**config.mk**
```make
export PLATFORM = sky130hd
export DESIGN_NAME = des_key_schedule
export DESIGN_NICKNAME = d
export VERILOG_FILES = /design/src/rtl/des_key_schedule.sv
export SDC_FILE = /design/constraint.sdc
export NUM_CORES = 1
export LEC_CHECK = 0
export CORE_AREA = 2 2 94 119
export CTS_BUF_LIST = sky130_fd_sc_hd__clkbuf_4
export DETAILED_ROUTE_END_ITERATION = 6
export DIE_AREA = 0 0 96 121
export DONT_BUFFER_PORTS = 1
export MAX_ROUTING_LAYER = met4
export PLACE_DENSITY = 0.87
export SYNTH_ARGS = -nofsm -noshare
export SYNTH_HDL_FRONTEND = slang
export SYNTH_SLANG_ARGS = --single-unit
```
**constraint.sdc**
```tcl
create_clock -name clk -period 2.6 [get_ports clk]
set_input_delay 0.39 -clock clk [delete_from_list [all_inputs] [get_ports clk]]
set_output_delay 0.39 -clock clk [all_outputs]
set_load 0.1 [all_outputs]
```
**src/rtl/des_key_schedule.sv**
```systemverilog
// DES key schedule: emits the 16 round subkeys (K1..K16, or K16..K1 for decrypt) over a valid/ready handshake.
// Optional key parity checking is compiled in with `define DES_KEY_PARITY_CHECK_EN (adds the parity_err output).
module des_key_schedule (
    input  logic        clk,
    input  logic        rst,
    input  logic        start,
    input  logic [63:0] key_in,
    input  logic        decrypt,
    output logic [47:0] round_key,
    output logic        round_key_valid,
    input  logic        round_key_ready,
    output logic [3:0]  round_idx,
    output logic        busy,
    output logic        done
`ifdef DES_KEY_PARITY_CHECK_EN
    ,
    output logic        parity_err
`endif
);

    typedef enum logic [1:0] {S_IDLE, S_ROUND, S_DONE} state_t;

    localparam int PC1_TBL [56] = '{
        57, 49, 41, 33, 25, 17,  9,  1, 58, 50, 42, 34, 26, 18,
        10,  2, 59, 51, 43, 35, 27, 19, 11,  3, 60, 52, 44, 36,
        63, 55, 47, 39, 31, 23, 15,  7, 62, 54, 46, 38, 30, 22,
        14,  6, 61, 53, 45, 37, 29, 21, 13,  5, 28, 20, 12,  4};

    localparam int PC2_TBL [48] = '{
        14, 17, 11, 24,  1,  5,  3, 28, 15,  6, 21, 10,
        23, 19, 12,  4, 26,  8, 16,  7, 27, 20, 13,  2,
        41, 52, 31, 37, 47, 55, 30, 40, 51, 45, 33, 48,
        44, 49, 39, 56, 34, 53, 46, 42, 50, 36, 29, 32};

    state_t      state_q, state_d;
    logic [27:0] c_q, c_d, d_q, d_d;
    logic        dec_q, dec_d;
    logic [3:0]  idx_q, idx_d;
    logic [47:0] rk_q, rk_d;
    logic        valid_q, valid_d;
    logic        busy_q, busy_d;
    logic        done_q, done_d;

    logic [55:0] pc1_key;
    logic [55:0] cd_sel;
    logic [47:0] pc2_out;
    logic [7:0]  key_lsb_unused;
    logic [27:0] c_base, d_base, c_sel, d_sel;
    logic [3:0]  idx_next;
    logic        accept, dir_left, single, no_shift;

    // Bit n of the DES numbering lives at key_in[64-n] / cd[56-n] / round_key[48-n].
    for (genvar gi = 0; gi < 56; gi++) begin : g_pc1
        assign pc1_key[55-gi] = key_in[64-PC1_TBL[gi]];
    end

    for (genvar gi = 0; gi < 48; gi++) begin : g_pc2
        assign pc2_out[47-gi] = cd_sel[56-PC2_TBL[gi]];
    end

`ifdef DES_KEY_PARITY_CHECK_EN
    logic [7:0] byte_even;
    logic       parity_q, parity_d;
`endif

    for (genvar gi = 0; gi < 8; gi++) begin : g_byte
        assign key_lsb_unused[gi] = key_in[8*gi];
`ifdef DES_KEY_PARITY_CHECK_EN
        assign byte_even[gi] = ~^key_in[8*gi +: 8];
`endif
    end

    // C/D always hold the pair belonging to the subkey currently presented, so
    // both acceptance and advance share one rotate-then-PC2 path.
    always_comb begin
        accept   = (state_q == S_IDLE) && start;
        idx_next = accept ? 4'd0 : idx_q + 4'd1;
        dir_left = accept ? ~decrypt : ~dec_q;
        c_base   = accept ? pc1_key[55:28] : c_q;
        d_base   = accept ? pc1_key[27:0]  : d_q;
        single   = (idx_next == 4'd0) || (idx_next == 4'd1) ||
                   (idx_next == 4'd8) || (idx_next == 4'd15);
        no_shift = ~dir_left && (idx_next == 4'd0);
        if (no_shift) begin
            c_sel = c_base;
            d_sel = d_base;
        end else if (dir_left) begin
            c_sel = single ? {c_base[26:0], c_base[27]} : {c_base[25:0], c_base[27:26]};
            d_sel = single ? {d_base[26:0], d_base[27]} : {d_base[25:0], d_base[27:26]};
        end else begin
            c_sel = single ? {c_base[0], c_base[27:1]} : {c_base[1:0], c_base[27:2]};
            d_sel = single ? {d_base[0], d_base[27:1]} : {d_base[1:0], d_base[27:2]};
        end
        cd_sel = {c_sel, d_sel};
    end

    always_comb begin
        state_d = state_q;
        c_d     = c_q;
        d_d     = d_q;
        dec_d   = dec_q;
        idx_d   = idx_q;
        rk_d    = rk_q;
        valid_d = valid_q;
        busy_d  = busy_q;
        done_d  = 1'b0;
`ifdef DES_KEY_PARITY_CHECK_EN
        parity_d = parity_q;
`endif
        case (state_q)
            S_IDLE: begin
                if (start) begin
                    state_d = S_ROUND;
                    c_d     = c_sel;
                    d_d     = d_sel;
                    dec_d   = decrypt;
                    idx_d   = 4'd0;
                    rk_d    = pc2_out;
                    valid_d = 1'b1;
                    busy_d  = 1'b1;
`ifdef DES_KEY_PARITY_CHECK_EN
                    parity_d = |byte_even;
`endif
                end
            end
            S_ROUND: begin
                if (valid_q && round_key_ready) begin
                    if (idx_q == 4'd15) begin
                        state_d = S_DONE;
                        rk_d    = '0;
                        valid_d = 1'b0;
                        busy_d  = 1'b0;
                        done_d  = 1'b1;
                    end else begin
                        c_d   = c_sel;
                        d_d   = d_sel;
                        idx_d = idx_next;
                        rk_d  = pc2_out;
                    end
                end
            end
            S_DONE:  state_d = S_IDLE;
            default: state_d = S_IDLE;
        endcase
    end

    always_ff @(posedge clk) begin
        if (rst) begin
            state_q <= S_IDLE;
            c_q     <= '0;
            d_q     <= '0;
            dec_q   <= 1'b0;
            idx_q   <= '0;
            rk_q    <= '0;
            valid_q <= 1'b0;
            busy_q  <= 1'b0;
            done_q  <= 1'b0;
`ifdef DES_KEY_PARITY_CHECK_EN
            parity_q <= 1'b0;
`endif
        end else begin
            state_q <= state_d;
            c_q     <= c_d;
            d_q     <= d_d;
            dec_q   <= dec_d;
            idx_q   <= idx_d;
            rk_q    <= rk_d;
            valid_q <= valid_d;
            busy_q  <= busy_d;
            done_q  <= done_d;
`ifdef DES_KEY_PARITY_CHECK_EN
            parity_q <= parity_d;
`endif
        end
    end

    assign round_key       = rk_q;
    assign round_key_valid = valid_q;
    assign round_idx       = idx_q;
    assign busy            = busy_q;
    assign done            = done_q;
`ifdef DES_KEY_PARITY_CHECK_EN
    assign parity_err      = parity_q;
`endif

endmodule

```
## Word level (Yosys, flattened, before mapping)

Cells that the tools add are included.

- Register bits: 113
- Input bits: 69
- Output and inout bits: 55
- Logic and storage cells: 75

- $add $sub $neg: 1
- Eq/ne operators: 9
- Multiplexer cells: 37
- Bitwise logic cells: 5
- Reductions and logical operators: 15

Operators by type and width:

| cell | count |
|---|---|
| $mux W28 | 16 |
| $mux W48 | 3 |
| $pmux W28 S2 | 2 |
| $pmux W48 S2 | 1 |
| $mux W4 | 4 |
| $eq A4 B4 Y1 const B | 3 |
| $ne A2 B2 Y1 const B | 4 |
| $pmux W4 S2 | 1 |
| $reduce_and A4 Y1 | 2 |
| $mux W2 | 3 |
| $reduce_and A3 Y1 | 2 |
| $mux W1 | 5 |
| $not A1 Y1 | 5 |
| $add A4 B1 Y4 const B | 1 |
| $eq A4 B1 Y1 const B | 1 |
| $logic_not A4 Y1 | 1 |
| $pmux W2 S2 | 1 |
| $logic_and A1 B1 Y1 | 3 |
| $logic_or A1 B1 Y1 | 3 |
| $reduce_or A3 Y1 | 1 |
| $eq A2 B1 Y1 const B | 1 |
| $logic_not A2 Y1 | 1 |
| $pmux W1 S2 | 1 |
| $reduce_and A2 Y1 | 1 |
| $reduce_bool A2 Y1 | 1 |

## Logic depth before layout (Yosys ltp)

Gate-level depths: netlist of run 1.

- Depth in word-level cells: 13
- Depth in mapped cells: 10
- Depth with buffers taken out: 8

## Worst setup path after synthesis of run 1

Ideal clock, no wire load.

- Path kind: reg2reg
- Start point: reg idx_q[0] (netlist: round_idx[0])
- End point: reg d_q[17]
- Setup time: 0.117 ns
- Arrival: 2.998 ns
- Required time: 2.483 ns
- Setup slack: -0.515 ns
- Cell stages (with the launch flop): 10
- Buffers on the path: 1
- Period minus slack after synthesis: 3.115 ns
- Cell sequence: dfxtp_1 -> ha_1 -> xor2_1 -> or3_1 -> buf_2 -> nand2_2 -> mux2_2 -> a211oi_1 -> nor2_1 -> a22o_1

- Longest elaborated chain between the ends: 12
- Elaborated cells between the ends (all ways): 21
- Those cells by class: 1 x add/sub; 5 x eq/ne; 9 x mux; 6 x reduce/logical

RTL lines:

| element | line | source |
|---|---|---|
| from (decl) | 38 | `logic [3:0] idx_q, idx_d;` |
| from (signal assigned) | 166 | `idx_q <= idx_d;` |
| $add A4 B1 Y4 | 77 | `idx_next = accept ? 4'd0 : idx_q + 4'd1;` |
| $mux W4 | 77 |  |
| $eq A4 B1 Y1 or $logic_not A4 Y1 (tied branches) | 81, 83 |  |
| $logic_or A1 B1 Y1 (2 in series) | 81 | `single = (idx_next == 4'd0) \|\| (idx_next == 4'd1) \|\|` |
| $logic_or A1 B1 Y1 | 82 | `(idx_next == 4'd8) \|\| (idx_next == 4'd15);` |
| $mux W28 (on tied branches) | 92, 89 |  |
| $mux W28 | 87 | `end else if (dir_left) begin` |
| $mux W28 | 84 | `if (no_shift) begin` |
| $mux W28 | 128 | `if (idx_q == 4'd15) begin` |
| $mux W28 | 127 | `if (valid_q && round_key_ready) begin` |
| $pmux W28 S2 | 110 | `case (state_q)` |
| to (signal assigned) | 151 | `d_q <= '0;` |
| to (signal assigned) | 164 | `d_q <= d_d;` |
| to (decl) | 36 | `logic [27:0] c_q, c_d, d_q, d_d;` |

Several ways; a longest one is shown, not always the timed one. The select of a mux whose other input is x is not followed.
A chain may end at the register's enable or synchronous reset.

## Worst setup path after layout of run 1

- Start point: reg idx_q[1] (netlist: round_idx[1])
- End point: reg d_q[6]

The elaborated chain is that of the path after synthesis.

==> results.toml, run 1 <==
[die]
start_util_pct = 65.2
die_h_um = 121
io_pins = 124
num_rows = 42
die_area_um2 = 11600
core_um2 = 10500
die_x_um = 96

[synth]
synth_edf_count = 0
synth_area_leaders = "dfxtp_1 33%, o21ai_0 8.1%, nand2_1 8.1%"
synth_cell_types = 70
yosys.area.top_type_share_pct = 33.2
avgSynthCellArea_um2 = 7.30
synthFlopType = "dfxtp_1"
synthesis.area_um2 = 6820
ys_seq_elements = 113
ys_async_sr_fraction_pct = 0
syn-num-nets = 1005
ys_seq_area_share_pct = 33.2
yosysWarnings = 0
synth_area_leader_cell = "dfxtp_1"
syn_inst = 935

[sta]
fin_skew_ns = 0.0240
hold_viol = 0
rsz0062_at_grt = "false"
setup_violations = 0
worst_pin_slew_ns = 1.12
setup-tns-final_ns = 0
slew_headroom_pct = 25.4
fin_crit_sh_pct = 95.3
final_max_slew_viol_count = 0
period_needed_ns = 2.48
fmax_mhz = 404

[cts]
cts_tree = "built"
htreeDepth = 4
clk_latency_ns = 0.56
cts_made_buffers = 17
clk_pin_slew_ns = 0.11
cts-root-buf = "clkbuf_4"
cts_buffer_depth = 2
cts.sinks = 113

[flow_run]
drv_cap = 0

[grt]
globalRouteTotalUtil_pct = 43.6
antenna_found_initial = 0
grt_pass1_vias = 7506
grt_pass1_wl_mm = 38.3
grt_overflow_total = 0
grt_max_degree = 49

[setup_path]
rrSetupSlack_ns = 0.12
setup.worst_path.start = "round_idx[1]$_SDFFE_PP0P_"
regToRegEndpoint = "d_q[6]$_SDFFE_PP0P_"
worstSetupEndpoint = "d_q[6]$_SDFFE_PP0P_"
rr_startpoint = "round_idx[1]$_SDFFE_PP0P_"
reg2reg_depth = 8
worstSetupPathType = "reg -> reg"
cp_max_fo = 26
required_ns = 3.10
critPathLaunchType = "register"
end_kind = "register"
arrival_ns = 2.98

[status]
status = "complete, but fails checks"
violations = "design-rule violations"

[drt]
ant_nets = 0
drc = 9
via_count = 8028
drtIter0Drc = 1194
vias_per_cell = 7.35
wl_mm = 24.9
dr.pass1.iters = 7
post_drt_wl_per_cell_um = 22.8

[finish]
area_delta_synth_final_pct = 11.9
nNetsFinal = 1017
layout-drive-gt1-share_pct = 15.2
diodes = 0

[place]
hpwl_mm = 17.0
portBuffers = 0
gp_congestion = 1.03

[pwr]
total_power_mw = 4.60
p_per_area_nw_per_um2 = 603
ir_drop_mv = 0.455
total_leakage_power_nw = 3.36

[worst_hold_path]
hold_path.class = "in -> reg"
[logic make-up (layout without fill, tap and decap cells)]
group                      after synthesis  in the layout  share of synthesized area, %
xor gates and xnor gates                 2              2                         0.257
AOI/OAI and AO/OA                      392            392                          37.7
muxes                                   10             10                          1.50
buffers and inverters                   89            114                          5.72
DFF                                    113            113                          33.2
adders and majority gates                1              1                         0.183
and+or+nand+nor                        328            328                          21.5
[per-stage QoR]
stage / area (µm²) / util, % / hold WS (ns) / worst slack [ns] / instances
6_report: 7640 / 73.0 / 0.0323 / 0.123 / 1092
5_1_grt: 7640 / 73.0 / 0.0381 / 0.0200 / 1092
4_1_cts: 7600 / 72.7 / 0.0398 / 0.00297 / 1090
3_5_place_dp: 7290 / 69.7 / 0.445 / 0.0299 / 1057
3_3_place_gp: 7290 / 69.7 / 0.438 / 0.133 / 1057
2_1_floorplan: 6830 / - / 0.441 / 0.0496 / 935
[how the worst min path moves through the flow]
stage                                     from                    endpoint  slack, ns  cells past startpoint
floorplan                 c_q[16]$_SDFFE_PP0P_        c_q[16]$_SDFFE_PP0P_       0.44                      2
global placement    round_key[18]$_SDFFE_PP0P_  round_key[18]$_SDFFE_PP0P_       0.44                      1
detailed placement  round_key[34]$_SDFFE_PP0P_  round_key[34]$_SDFFE_PP0P_       0.44                      1
CTS                                        rst         c_q[1]$_SDFFE_PP0P_       0.04                      3
global route                               rst         c_q[1]$_SDFFE_PP0P_       0.04                      3
finish                                     rst         c_q[1]$_SDFFE_PP0P_       0.03                      3
[final cells by class]
type | count | area [µm²]
flip-flops and latches | 113 | 2270
multi-input cells | 733 | 4220
well taps | 132 | 165
repair buffers | 73 | 642
clock buffers | 19 | 143
clock inverters | 13 | 163
fillers | 875 | 2820
inverters | 9 | 33.8
[synthesized netlist by cell type (3+ instances only)]
cell type    n
buf_2       23
inv_1        8
a31o_2       3
o2111ai_1    3
dfxtp_1    113
clkbuf_1    48
a21boi_0     4
o221ai_1    29
a221oi_1     3
o211ai_1    16
o221a_2     13
buf_6        3
and3_1       8
o21ai_1      5
a21o_1      52
mux2i_1      8
a21oi_1     74
a22o_1       3
nand3_1     66
o21ai_0    111
a211oi_1     7
nor2_1      60
o31ai_1     10
or3_1        8
nand2_1    148
o22ai_1      3
a31oi_1     32
o32ai_1      3
buf_1        4
nor3_1      19
[repair_timing]
action                     CTS  global route
gates resized for setup      0             6
setup buffers                0             2
hold endpoints to repair     9             0
hold buffers                 1             0
setup endpoints to repair    0            81
[state kept, by name (all words and copies together), names as in the netlist]
register,cells
dec_q,1
round_idx,4
d_q,28
round_key,48
done,1
busy,1
c_q,28
state_q,2
[cell usage in the layout, fill, tap and decap left out, types with 3 or more instances in the layout]
cell and instances:
mux2i_1 8, nand3_1 66, a21o_1 52, bufinv_16 3, a211oi_1 7, and3_1 7
o31ai_1 10, o211ai_1 16, o2111ai_1 3, nor2_1 57, buf_4 64, o32ai_1 3
a221oi_1 3, nor2_4 3, nor3_1 19, o22ai_1 3, buf_12 7, a21boi_0 4
a31oi_1 32, dfxtp_1 108, or3_1 8, o221ai_1 29, nand2_1 147, a21oi_1 74
dfxtp_2 3, clkinvlp_4 3, clkbuf_4 19, a31o_2 3, o21ai_0 111, inv_1 8
o221a_2 13, clkinv_4 4, o21ai_1 4
[per-layer routing]
| metal | share of wire (%) | global-route usage [%] | vias up |
|---|---|---|---|
| met5 | 0 | - | - |
| met4 | 5.4 | 20.2 | 0 |
| met3 | 15 | 13.0 | 174 |
| met2 | 43 | 63.8 | 758 |
| met1 | 36 | 54.8 | 3559 |
| li1 | - | - | 3537 |
[worst max-delay path, stage by stage (launching register included)]
cell      delay, ns
dfxtp_4        0.36
ha_2           0.39
and4b_1        0.23
a22o_2         0.34
nand2_2        0.14
buf_12         0.19
o21ai_0        0.10
a311oi_1       0.53
a21o_1         0.14
[power by group]
group / switching [mW] / internal, mW / total, mW
Combinational: 0.543 / 0.301 / 0.844
Clock: 0.754 / 0.687 / 1.44
Sequential: 0.468 / 1.85 / 2.32
Total: 1.76 / 2.84 / 4.60
Note: power is estimated with default switching activity, not from simulation.
==> inputs of run 2 (changes only) <==
- ABC_CLOCK_PERIOD_IN_PS: unset -> 2600
==> results of run 2 <==
Same layout as run 1: the final DEF is identical, and so are final timing and power.
==> inputs of run 3 (changes only) <==
- ABC_CLOCK_PERIOD_IN_PS: 2600 -> unset
==> results of run 3 <==
Same layout as run 1: the final DEF is identical, and so are final timing and power.
